--- src/rtl/param_timer_bank.sv ---
// Bank of NUM_PARAMS reprogrammable interval registers with a prescaled countdown timer.
// Optional build macro PARAM_TIMER_ZERO_REJECT_EN rejects writes of a zero interval.
module param_timer_bank #(
    parameter int unsigned NUM_PARAMS = 4,
    parameter int unsigned VALUE_W    = 4,
    parameter int unsigned SEL_W      = 2,
    parameter logic [NUM_PARAMS*VALUE_W-1:0] DEFAULTS = {4'd10, 4'd15, 4'd8, 4'd6},
    parameter int unsigned TICK_DIV   = 4
) (
    input  logic               clock,
    input  logic               reset,
    input  logic [SEL_W-1:0]   param_sel,
    input  logic [VALUE_W-1:0] param_value,
    input  logic               reprogram,
    input  logic [SEL_W-1:0]   interval,
    input  logic               start_timer,
    input  logic               cancel,
    output logic [VALUE_W-1:0] value,
    output logic [VALUE_W-1:0] remaining,
    output logic               busy,
    output logic               expired,
    output logic               prog_ack,
    output logic               prog_error
);

    localparam int unsigned PRE_W = (TICK_DIV > 1) ? $clog2(TICK_DIV) : 1;
    localparam logic [PRE_W-1:0] PRE_LAST = PRE_W'(TICK_DIV - 1);

    typedef enum logic [1:0] {IDLE, COUNT, DONE} state_t;

    logic [VALUE_W-1:0] regs [NUM_PARAMS];
    logic               sel_hit;
    logic               write_ok;

    state_t             state;
    state_t             state_next;
    logic [PRE_W-1:0]   prescaler;
    logic [PRE_W-1:0]   prescaler_next;
    logic [VALUE_W-1:0] remaining_next;

    // Readout mux; out-of-range selectors read as zero and never hit a register.
    always_comb begin : readout
        value   = '0;
        sel_hit = 1'b0;
        for (int unsigned i = 0; i < NUM_PARAMS; i++) begin
            if (interval == SEL_W'(i)) begin
                value = regs[i];
            end
            if (param_sel == SEL_W'(i)) begin
                sel_hit = 1'b1;
            end
        end
    end

`ifdef PARAM_TIMER_ZERO_REJECT_EN
    assign write_ok = reprogram && sel_hit && (param_value != '0);
`else
    assign write_ok = reprogram && sel_hit;
`endif

    always_ff @(posedge clock or posedge reset) begin : param_regs
        if (reset) begin
            for (int unsigned i = 0; i < NUM_PARAMS; i++) begin
                regs[i] <= DEFAULTS[i*VALUE_W +: VALUE_W];
            end
            prog_ack   <= 1'b0;
            prog_error <= 1'b0;
        end else begin
            for (int unsigned i = 0; i < NUM_PARAMS; i++) begin
                if (write_ok && (param_sel == SEL_W'(i))) begin
                    regs[i] <= param_value;
                end
            end
            prog_ack   <= write_ok;
            prog_error <= reprogram && !write_ok;
        end
    end

    // Next-state logic: cancel beats start, start beats normal counting in any state.
    always_comb begin : next_state
        state_next     = state;
        prescaler_next = prescaler;
        remaining_next = remaining;
        if (cancel) begin
            state_next     = IDLE;
            prescaler_next = '0;
            remaining_next = '0;
        end else if (start_timer) begin
            prescaler_next = '0;
            remaining_next = value;
            state_next     = (value != '0) ? COUNT : DONE;
        end else begin
            case (state)
                IDLE: begin
                    state_next = IDLE;
                end
                COUNT: begin
                    if (prescaler == PRE_LAST) begin
                        prescaler_next = '0;
                        if (remaining != '0) begin
                            remaining_next = remaining - VALUE_W'(1);
                        end
                        if (remaining <= VALUE_W'(1)) begin
                            state_next = DONE;
                        end
                    end else begin
                        prescaler_next = prescaler + PRE_W'(1);
                    end
                end
                DONE: begin
                    state_next = IDLE;
                end
                default: begin
                    state_next = IDLE;
                end
            endcase
        end
    end

    always_ff @(posedge clock or posedge reset) begin : state_reg
        if (reset) begin
            state     <= IDLE;
            prescaler <= '0;
            remaining <= '0;
            busy      <= 1'b0;
            expired   <= 1'b0;
        end else begin
            state     <= state_next;
            prescaler <= prescaler_next;
            remaining <= remaining_next;
            busy      <= (state_next == COUNT);
            expired   <= (state_next == DONE);
        end
    end

endmodule
--- config.mk ---
export PLATFORM = sky130hd
export DESIGN_NAME = param_timer_bank
export DESIGN_NICKNAME = d
export VERILOG_FILES = /design/src/rtl/param_timer_bank.sv
export SDC_FILE = /design/constraint.sdc
export NUM_CORES = 1
export LEC_CHECK = 0
export ABC_AREA = 1
export BUFFER_PORTS_ARGS = -buffer_cell sky130_fd_sc_hd__clkbuf_2
export CORE_MARGIN = 2
export CORE_UTILIZATION = 38
export CTS_CLUSTER_DIAMETER = 100
export CTS_CLUSTER_SIZE = 10
export DETAILED_ROUTE_END_ITERATION = 8
export GPL_TIMING_DRIVEN = 0
export SETUP_SLACK_MARGIN = 0.05
export SLEW_MARGIN = 5
export SYNTH_ARGS = -nofsm -noshare
export SYNTH_HDL_FRONTEND = slang
export SYNTH_SLANG_ARGS = --single-unit
--- constraint.sdc ---
create_clock -name clock -period 1.2 [get_ports clock]
set_input_delay 0.12 -clock clock [delete_from_list [all_inputs] [get_ports clock]]
set_output_delay 0.12 -clock clock [all_outputs]
set_load 0.02 [all_outputs]
==> metrics.txt, run 1 <==
share of cells above drive strength 1=0.454; Synth top cells by count=nand2_1 (29), o21ai_0 (24), dfrtp_1 (19), nand3_1 (19), inv_1 (16); CTS tree=done; Avg Inst Size Synth=between 8 and 9 µm²; Final GP Congestion=between 0.8 and 0.9; Area Growth Syn to Fin=37.2%; DR vias=1,174; IO buf count=23; critical path peak fanout=2; cells along the critical path=nand3b_1 > nand3_1 > nand2_2 > buf_8; Die W=between 60 and 70 µm; max-cap violations=0; Synth Area in XOR/XNOR=0.0127; I/O pin cnt=25; Critical path buffers and inverters=1; initial antenna violation count=0; CP Launch Point=regs[5]$_DFFE_PP1P_; Clock Latency Late Sink=0.33 ns; DRC=0; Vias per Instance=4.89; H-tree Lvls=1; CP Class=reg2out; Fin Clk Skew=around 0.0021 ns; Ys Warns=0; Startpoint Class=flop; asr flop ratio synth=1.00; slew at the pin closest to its max-slew limit=1.09 ns; global-route wire length before repair=around 5.1 mm; Relative slew margins=0.273; Critical R2R Launch=regs[5]$_DFFE_PP1P_; Crit. End Element=primary output; Synth Area in Simple Gates=0.236; top flop regs=regs x16, remaining x4; setup ws final=-0.223 ns; DP HPWL=2.12 mm; critical path's largest stage delay=between 0.5 and 0.6 ns; Worst IR Drop VDD=0.000526 V; Synth area leader=dfrtp_1; Yosys reg bits=28; max reg flops=16; area of the die=roughly 0.004 mm²; Site Rows=21; Placed Area=roughly 0.0016 mm²; vias in the first global route=roughly 1,100; fraction of the mapped netlist area in compound gates=0.122; Synth top area share=0.345; Final Cell Area=0.00189 mm²; clock tree buffer depth=2; Tightest Hold Check Type=in2async; count leader, synth=nand2_1; ranking of synthesized cells by area=dfrtp_1 (35%), dfstp_2 (17%), o21ai_0 (8.7%), nand2_1 (7.9%), nand3_1 (6.9%); failing checks=setup timing; RSZ-0062 raised after global routing=yes; outcome=finished, violations left; Cell variety after synth=24; pre-CTS WS=-0.121 ns; Root Driver=clkbuf_4; final-report setup violation count=12; ant diodes=0; clock sinks=28; post-synthesis mux area share=0; P_leak=slightly below 0.0009 µW; post-route ant nets=0; register area share after synthesis=0.517; Tot Pwr=2530 µW; Post-Synth Adder-Cell Area=0.0364; Pwr Density=1340 mW/mm²; Final Max Tran Viols=0; Fillers=~320; Top FF cell, synth=dfrtp_1; Synthesized Nets=172; Max Clk Rate=about 700 MHz; largest family of logic cells by synthesized area=simple AND/OR/NAND/NOR gates; Slowest cell on crit path=dfstp_2; drt first pass iters=4; fin util=0.553; Netlist Area Pre-Place=roughly 0.0014 mm²; synthesized netlist cell count=~160; largest net degree at the start of global routing=29; Initial DRC Count=63; Final period util=1.19; Final Hold Fails=0; R2R setup slack=-0.15 ns; Reg clk slew, reported paths=0.15 ns; core area=0.00342 mm²; Reg with most FFs=regs; Die Height=~64 µm; nets=212; Worst Path Arrival=1.30 ns; clock period minus worst slack=about 1.4 ns; critical path data required time=about 1.1 ns; number of enable flip-flop cells after synthesis=0; mean routed wirelength per cell=about 13 µm; Initial Util=0.403; kind of cell adding the most delay to the critical path=flip-flops; Num CTS Buffers=3; GRT overflow=0; gr usage total=0.160; final wirelength=3.18 mm
==> timing repair <==
action	CTS	global route
hold endpoints to repair	3	0
resized for setup	20	24
setup buffers	8	2
pin swaps	6	11
hold buffers	2	0
setup endpoints to repair	12	15
==> layout make-up <==
| class | instances | area, µm² | share of cell area |
|---|---|---|---|
| Buffer | 3 | 26.3 | 0.0139 |
| Clock buffer | 3 | 22.5 | 0.0119 |
| Clock inverter | 1 | 30.0 | 0.0159 |
| Inverter | 19 | 78.8 | 0.0417 |
| Multi-Input combinational cell | 105 | 686 | 0.363 |
| Sequential cell | 28 | 714 | 0.378 |
| Tap cell | 46 | 57.6 | 0.0305 |
| Timing Repair Buffer | 35 | 273 | 0.144 |
==> cell families after synthesis <==
group | Yosys count
XOR/XNOR | 2
other | 1
AND/OR/NAND/NOR | 65
adder cells (fa/ha/maj) | 4
flip-flops | 28
AO/OA/AOI/OAI | 33
buffers and inverters | 22
==> layer usage <==
layer,vias up,wire length (µm),global-route usage
li1,587,-,-
met1,560,1390,0.200
met2,22,1610,0.279
met3,5,134,0.0264
met4,0,48,0.0559
met5,-,0,0
==> cell usage in the layout, fill, tap and decap left out, types with 4 or more instances in the layout <==
cell,Yosys,layout
buf_6,2,4
nand2_2,3,8
buf_4,0,10
dfstp_2,9,9
o21ai_1,1,9
nor2_1,5,4
nand2_1,29,23
nand3_1,19,13
nand3_2,2,8
clkbuf_2,0,16
o21ai_0,24,16
dfrtp_1,19,17
inv_1,16,12
a21oi_2,0,6
buf_8,0,5
==> stage by stage <==
stage / setup TNS [ns] / std cells / hold slack [ns]
final: -1.49 / 240 / 0.0126
after global routing: -2.44 / 240 / 0.0185
after CTS: -1.41 / 238 / 0.0250
after detailed placement: -0.663 / 224 / 0.351
after global placement: -0.542 / 224 / 0.349
after floorplan: -0.268 / 155 / 0.179
==> power breakdown <==
part / switching, µW / leakage, µW / internal, µW
Clock: 287 / 0.0000279 / 338
Sequential: 88.0 / 0.000335 / 1100
Combinational: 387 / 0.000506 / 329
Total: 762 / 0.000869 / 1770
==> worst paths after layout <==
check	endpoint	depth (start not counted)
max in group asynchronous	remaining[0]$_DFFE_PP0P_	2
min in group clock	regs[14]$_DFFE_PP1P_	3
setup reg to reg	state[1]$_DFF_PP0_	9
hold reg to reg	regs[5]$_DFFE_PP1P_	2
hold / removal	regs[9]$_DFFE_PP0P_	2
setup / recovery	value[1]	4
No activity file was read; power rests on OpenSTA's default activity.
==> inputs of run 2 (changes only) <==
CORE_MARGIN = default   (was 2)
==> run 2 against run 1 <==
Compared with the run above:
- first-iteration DRC count is 13% lower
- via count is 2.3% higher
- non-clock buffer count is 1 higher
- critical endpoint unchanged
- design area is 2.3% lower
- the flow finishes with violations (hold timing, setup timing)
- flip-flop and latch count stayed put
- wire length is 0.66% lower
- sequential power hardly changed
==> metrics.txt, run 2 (synthesis gave the netlist of run 1 again) <==
largest net degree at the start of global routing=29 (unchanged); share of cells above drive strength 1=0.436 (was 0.454); final setup TNS=-1.59 ns (was -1.49 ns); DP HPWL=2.11 mm (was 2.12 mm); Reg2Reg Depth=9 (unchanged); max-cap violations=0 (unchanged); slew at the pin closest to its max-slew limit=1.08 ns (was 1.09 ns); Tightest Hold Check Type=in2async (unchanged); most common cell after layout, fill and taps aside=nand2_1 (unchanged); Final Hold Fails=11 (was 0); Critical R2R Launch=regs[5]$_DFFE_PP1P_ (unchanged); P_leak=0.000865 µW (was 0.000869 µW); ant diodes=0 (unchanged); most frequent cells in the layout=nand2_1 (25), clkbuf_2 (18), dfrtp_1 (17) (was nand2_1 (23), dfrtp_1 (17), o21ai_0 (16), clkbuf_2 (16), nand3_1 (13)); max reg flops=16 (unchanged); initial antenna violation count=0 (unchanged); Crit. End Element=primary output (unchanged); outcome=finished, violations left (unchanged); critical path peak fanout=2 (unchanged); CTS tree=done (unchanged); post-route ant nets=0 (unchanged); Critical path buffers and inverters=1 (unchanged); critical path's largest stage delay=0.56 ns (about the same); reg-to-reg endpoint=state[1]$_DFF_PP0_ (unchanged); Root Driver=clkbuf_4 (unchanged); setup ws final=-0.262 ns (was -0.223 ns); critical path data required time=1.08 ns (about the same); kind of cell adding the most delay to the critical path=flip-flops (unchanged); top flop regs=regs x16, remaining x4 (unchanged); Relative slew margins=0.278 (was 0.273); clock period minus worst slack=1.46 ns (was 1.42 ns); Slowest cell on crit path=dfstp_2 (unchanged); clock sinks=28 (unchanged); Reg with most FFs=regs (unchanged); vias in the first global route=1,154 (was 1,144); Die W=62.2 µm (was 64.2 µm); final-report setup violation count=12 (unchanged); final wirelength=3.16 mm (was 3.18 mm); DRC=0 (unchanged); Fin Clk Skew=0.0184 ns (was 0.00209 ns); IO buf count=23 (unchanged); gr usage total=0.173 (was 0.160); GRT overflow=0 (unchanged); Area Growth Syn to Fin=34.0% (was 37.2%); R2R setup slack=-0.18 ns (was -0.15 ns); H-tree Lvls=1 (unchanged); Hold Slack=-0.00919 ns (was 0.0126 ns); RSZ-0062 raised after global routing=yes (unchanged); cells along the critical path=nand3b_1 > nand3_2 > nand2_2 > buf_8 (was nand3b_1 > nand3_1 > nand2_2 > buf_8); mean routed wirelength per cell=13.1 µm (was 13.3 µm); Final GP Congestion=0.863 (was 0.814); Clock Latency Late Sink=0.35 ns (was 0.33 ns); pre-CTS WS=-0.130 ns (was -0.121 ns); Final Cell Area=0.00184 mm² (was 0.00189 mm²); area of the die=0.00387 mm² (was 0.00412 mm²); core area=0.00342 mm² (unchanged); drt first pass iters=4 (unchanged); Final Max Tran Viols=0 (unchanged); Startpoint Class=flop (unchanged); Vias per Instance=4.98 (was 4.89); clock tree buffer depth=2 (unchanged); Placed Area=0.00158 mm² (unchanged); I/O pin cnt=25 (unchanged); Max Clk Rate=684 MHz (was 703 MHz); Initial DRC Count=55 (was 63); failing checks=hold timing, setup timing (was setup timing); nets=213 (was 212); global-route wire length before repair=5.24 mm (was 5.15 mm); Worst IR Drop VDD=0.000657 V (was 0.000526 V); DR vias=1,201 (was 1,174); Pwr Density=1360 mW/mm² (was 1340 mW/mm²); Initial Util=0.403 (unchanged); CP Class=reg2out (unchanged); Worst Path Arrival=1.34 ns (was 1.30 ns); Reg clk slew, reported paths=0.17 ns (was 0.15 ns); Site Rows=21 (unchanged); Final period util=1.22 (was 1.19); Num CTS Buffers=3 (unchanged); Die Height=62.2 µm (was 64.2 µm)
==> run 2: changes by cell type in the layout (fill, tap and decap cells not counted), sizes merged <==
cell and delta:
clkbuf +2, buf -1
==> run 2: worst max-delay path by stage <==
stage	startpoint	endpoint	slack [ns]	depth (start not counted)
finish	regs[5]$_DFFE_PP1P_	value[1]	-0.26	4
global route	regs[13]$_DFFE_PP1P_	value[1]	-0.32	5
CTS	regs[5]$_DFFE_PP1P_	value[1]	-0.27	4
detailed placement	remaining[0]$_DFFE_PP0P_	remaining[1]$_DFFE_PP0P_	-0.13	9
global placement	remaining[0]$_DFFE_PP0P_	remaining[1]$_DFFE_PP0P_	-0.09	9
floorplan	remaining[0]$_DFFE_PP0P_	remaining[0]$_DFFE_PP0P_	-0.05	9
==> run 2: per-stage QoR <==
stage / cells / utilization / total power [µW] / hold WS [ns]
floorplan: 155 / - / 1550 / 0.179
global placement: 224 / 0.463 / 1690 / 0.345
detailed placement: 224 / 0.463 / 1720 / 0.351
CTS: 237 / 0.520 / 2450 / 0.0110
global route: 241 / 0.540 / 2640 / 0.0240
finish: 241 / 0.540 / 2500 / -0.00919
==> run 2: cell type report <==
type	instances	area, µm²
clock inverter	1	30.0
inverter	19	78.8
multi-input combinational	105	654
tap	46	57.6
fill	321	1570
timing repair buffer	36	260
buffer	3	26.3
sequential	28	714
clock buffer	3	22.5
==> run 2: layer usage <==
layer,wire [µm],global-route usage,part of all wire,vias up
li1,-,-,-,591
met1,1400,0.212,0.44,581
met2,1600,0.304,0.51,24
met3,105,0.0202,0.033,5
met4,60,0.0814,0.019,0
met5,0,0,0,-
==> run 2: repair_timing <==
item                                    in CTS  in global routing
hold buffers                                 2                  0
buffers inserted                             7                  5
pin swaps                                    7                  4
gates resized for setup                     17                 15
hold endpoints to repair                     3                  0
endpoints found under the setup margin      12                 15
==> run 2: power breakdown <==
part / switching [µW] / internal (µW) / total (µW)
combinational: 381 / 306 / 687
clock: 298 / 338 / 636
sequential: 79.6 / 1100 / 1180
==> inputs of run 3 (changes only) <==
CORE_ASPECT_RATIO = 1.4   (was default)
clock period = 1.4 ns   (was 1.2 ns; I/O delays follow)
==> run 3 against run 2 <==
Compared with the run above:
- the run now ends clean
- design area decreased by 5.7%
- non-clock buffer count is 7 lower
- cell count decreased by 5.4%
- setup slack gained 0.30 ns
- count of clock-buffer cells in the layout increased by 1
- sequential share of layout area is 2.3 points higher
- wire length is 2.7% lower
- first-iteration DRC count decreased by 49%
- critical path depth unchanged
- sequential power is 14% lower
- via count shrank 3.0%
- register-to-register slack improved by 0.22 ns
- critical path type unchanged
- highest routed layer unchanged
==> metrics.txt, run 3 (synthesis gave the netlist of run 1 again) <==
GRT overflow=0 (unchanged); most frequent cells in the layout=nand2_1 (25), clkbuf_2 (19), nand3_1 (18), o21ai_0 (18), dfrtp_1 (17) (was nand2_1 (25), clkbuf_2 (18), dfrtp_1 (17)); Initial DRC Count=28 (was 55); Worst Path Arrival=1.22 ns (was 1.34 ns); Site Rows=25 (was 21); gr usage total=0.179 (was 0.173); Vias per Instance=5.11 (was 4.98); Root Driver=clkbuf_8 (was clkbuf_4); CP Launch Point=regs[5]$_DFFE_PP1P_ (unchanged); Max Clk Rate=between 700 and 800 MHz; Num CTS Buffers=3 (unchanged); Reg clk slew, reported paths=0.10 ns (was 0.17 ns); P_leak=0.000827 µW (was 0.000865 µW); IO buf count=23 (unchanged); Area Growth Syn to Fin=26.4% (was 34.0%); final-report setup violation count=0 (was 12); Final Hold Fails=0 (was 11); ant diodes=0 (unchanged); R2R setup slack=0.04 ns (was -0.18 ns); CP Class=reg2out (unchanged); Fin Clk Skew=0.00950 ns (was 0.0184 ns); DRC=0 (unchanged); M1 GR Usage=0.194 (was 0.212); Reg2Reg Depth=9 (unchanged); critical path peak fanout=2 (unchanged); final wirelength=3.08 mm (was 3.16 mm); critical path data required time=1.26 ns (was 1.08 ns); Initial Util=0.404 (was 0.403); I/O pin cnt=25 (unchanged); Tot Pwr=2000 µW (was 2500 µW); slew at the pin closest to its max-slew limit=1.06 ns (was 1.08 ns); cts hold-fix bufs=0 (was 2); Worst IR Drop VDD=0.000623 V (was 0.000657 V); drt first pass iters=4 (unchanged); Clock Latency Late Sink=0.28 ns (was 0.35 ns); grt met3 use=0.0250 (was 0.0202); max-cap violations=0 (unchanged); Startpoint Class=flop (unchanged); initial antenna violation count=0 (unchanged); Hold Slack=0.0921 ns (was -0.00919 ns); Die Height=73.2 µm (was 62.2 µm); Final GP Congestion=0.790 (was 0.863); max reg flops=16 (unchanged); met2 Use GR=0.339 (was 0.304); core area=0.00341 mm² (was 0.00342 mm²); outcome=finished, final reports clean (was finished, violations left); reg-to-reg endpoint=remaining[1]$_DFFE_PP0P_ (was state[1]$_DFF_PP0_); clock sinks=28 (unchanged); Relative slew margins=0.294 (was 0.278); DR vias=1,165 (was 1,201); area occupied by multi-input gates=627 µm² (was 654 µm²); nets=206 (was 213); Die W=52.9 µm (was 62.2 µm); clock tree buffer depth=2 (unchanged); Pwr Density=1150 mW/mm² (was 1360 mW/mm²); Fillers=309 (was 321); Final period util=0.974; gr busiest metal=met2 (unchanged); Final Max Tran Viols=0 (unchanged); area of the die=0.00387 mm² (about the same); Reg with most FFs=regs (unchanged); global-route wire length before repair=5.03 mm (was 5.24 mm); CTS tree=done (unchanged); post-route ant nets=0 (unchanged); RSZ-0062 raised after global routing=yes (unchanged); top flop regs=regs x16, remaining x4 (unchanged); mean routed wirelength per cell=13.5 µm (was 13.1 µm); Crit. End Element=primary output (unchanged); Tightest Hold Check Type=in2reg (was in2async); vias in the first global route=1,168 (was 1,154); Critical R2R Launch=remaining[0]$_DFFE_PP0P_ (was regs[5]$_DFFE_PP1P_); most common cell after layout, fill and taps aside=nand2_1 (unchanged); H-tree Lvls=1 (unchanged); share of cells above drive strength 1=0.394 (was 0.436); clock period minus worst slack=1.36 ns; DP HPWL=2.21 mm (was 2.11 mm); largest net degree at the start of global routing=29 (unchanged); last element of the critical path=value[1] (unchanged); sequential standard cell area=714 µm² (unchanged)
## run 3: worst min-delay path by stage
stage	start	end	slack, ns	cells past startpoint
final	cancel	state[0]$_DFF_PP0_	0.09	2
after global routing	cancel	busy$_DFF_PP0_	0.09	2
after CTS	cancel	state[0]$_DFF_PP0_	0.07	2
after detailed placement	cancel	busy$_DFF_PP0_	0.37	2
after global placement	cancel	state[0]$_DFF_PP0_	0.36	2
after floorplan	reset	busy$_DFF_PP0_	0.20	1
## run 3: layout make-up
cell class | instances | share of cell area
clock buffers | 4 | 0.0259
plain buffers | 3 | 0.0151
well taps | 40 | 0.0288
flip-flops and latches | 28 | 0.411
inverters | 19 | 0.0424
repair buffers | 29 | 0.117
multi-input cells | 105 | 0.360
## run 3: through the flow
stage | instances | setup slack [ns] | TNS, ns | area, µm² | util
global route | 228 | -0.0464 | -0.150 | 1740 | 0.510
global placement | 218 | -0.0364 | -0.0761 | 1540 | 0.453
detailed placement | 218 | -0.0376 | -0.0750 | 1540 | 0.453
CTS | 224 | 0.00104 | 0 | 1650 | 0.483
floorplan | 155 | 0.0613 | 0 | 1380 | -
finish | 228 | 0.0369 | 0 | 1740 | 0.510
## run 3: metal layers
metal  share of wire  wire (µm)  vias to the layer above
met2            0.55       1680                       26
li1                -          -                      578
met4          0.0091         28                        0
met1            0.42       1290                      557
met5               0          0                        -
met3           0.026         80                        4
## run 3: critical path, cell delays in order (launching register included)
cell and delay [ns]:
dfstp_2 0.54, nand3b_1 0.10, nand3_1 0.09, nand2_2 0.11, buf_8 0.12
## run 3: what timing repair did
item                                    in CTS  in global routing
resized for setup                           11                 25
endpoints found under the setup margin       9                 12
pin swaps                                    4                  5
setup buffers                                2                  4
## run 3: report_power, final
part	internal (µW)	switching (µW)	total, µW
registers	942	66.0	1010
logic	229	312	542
clock network	204	249	453
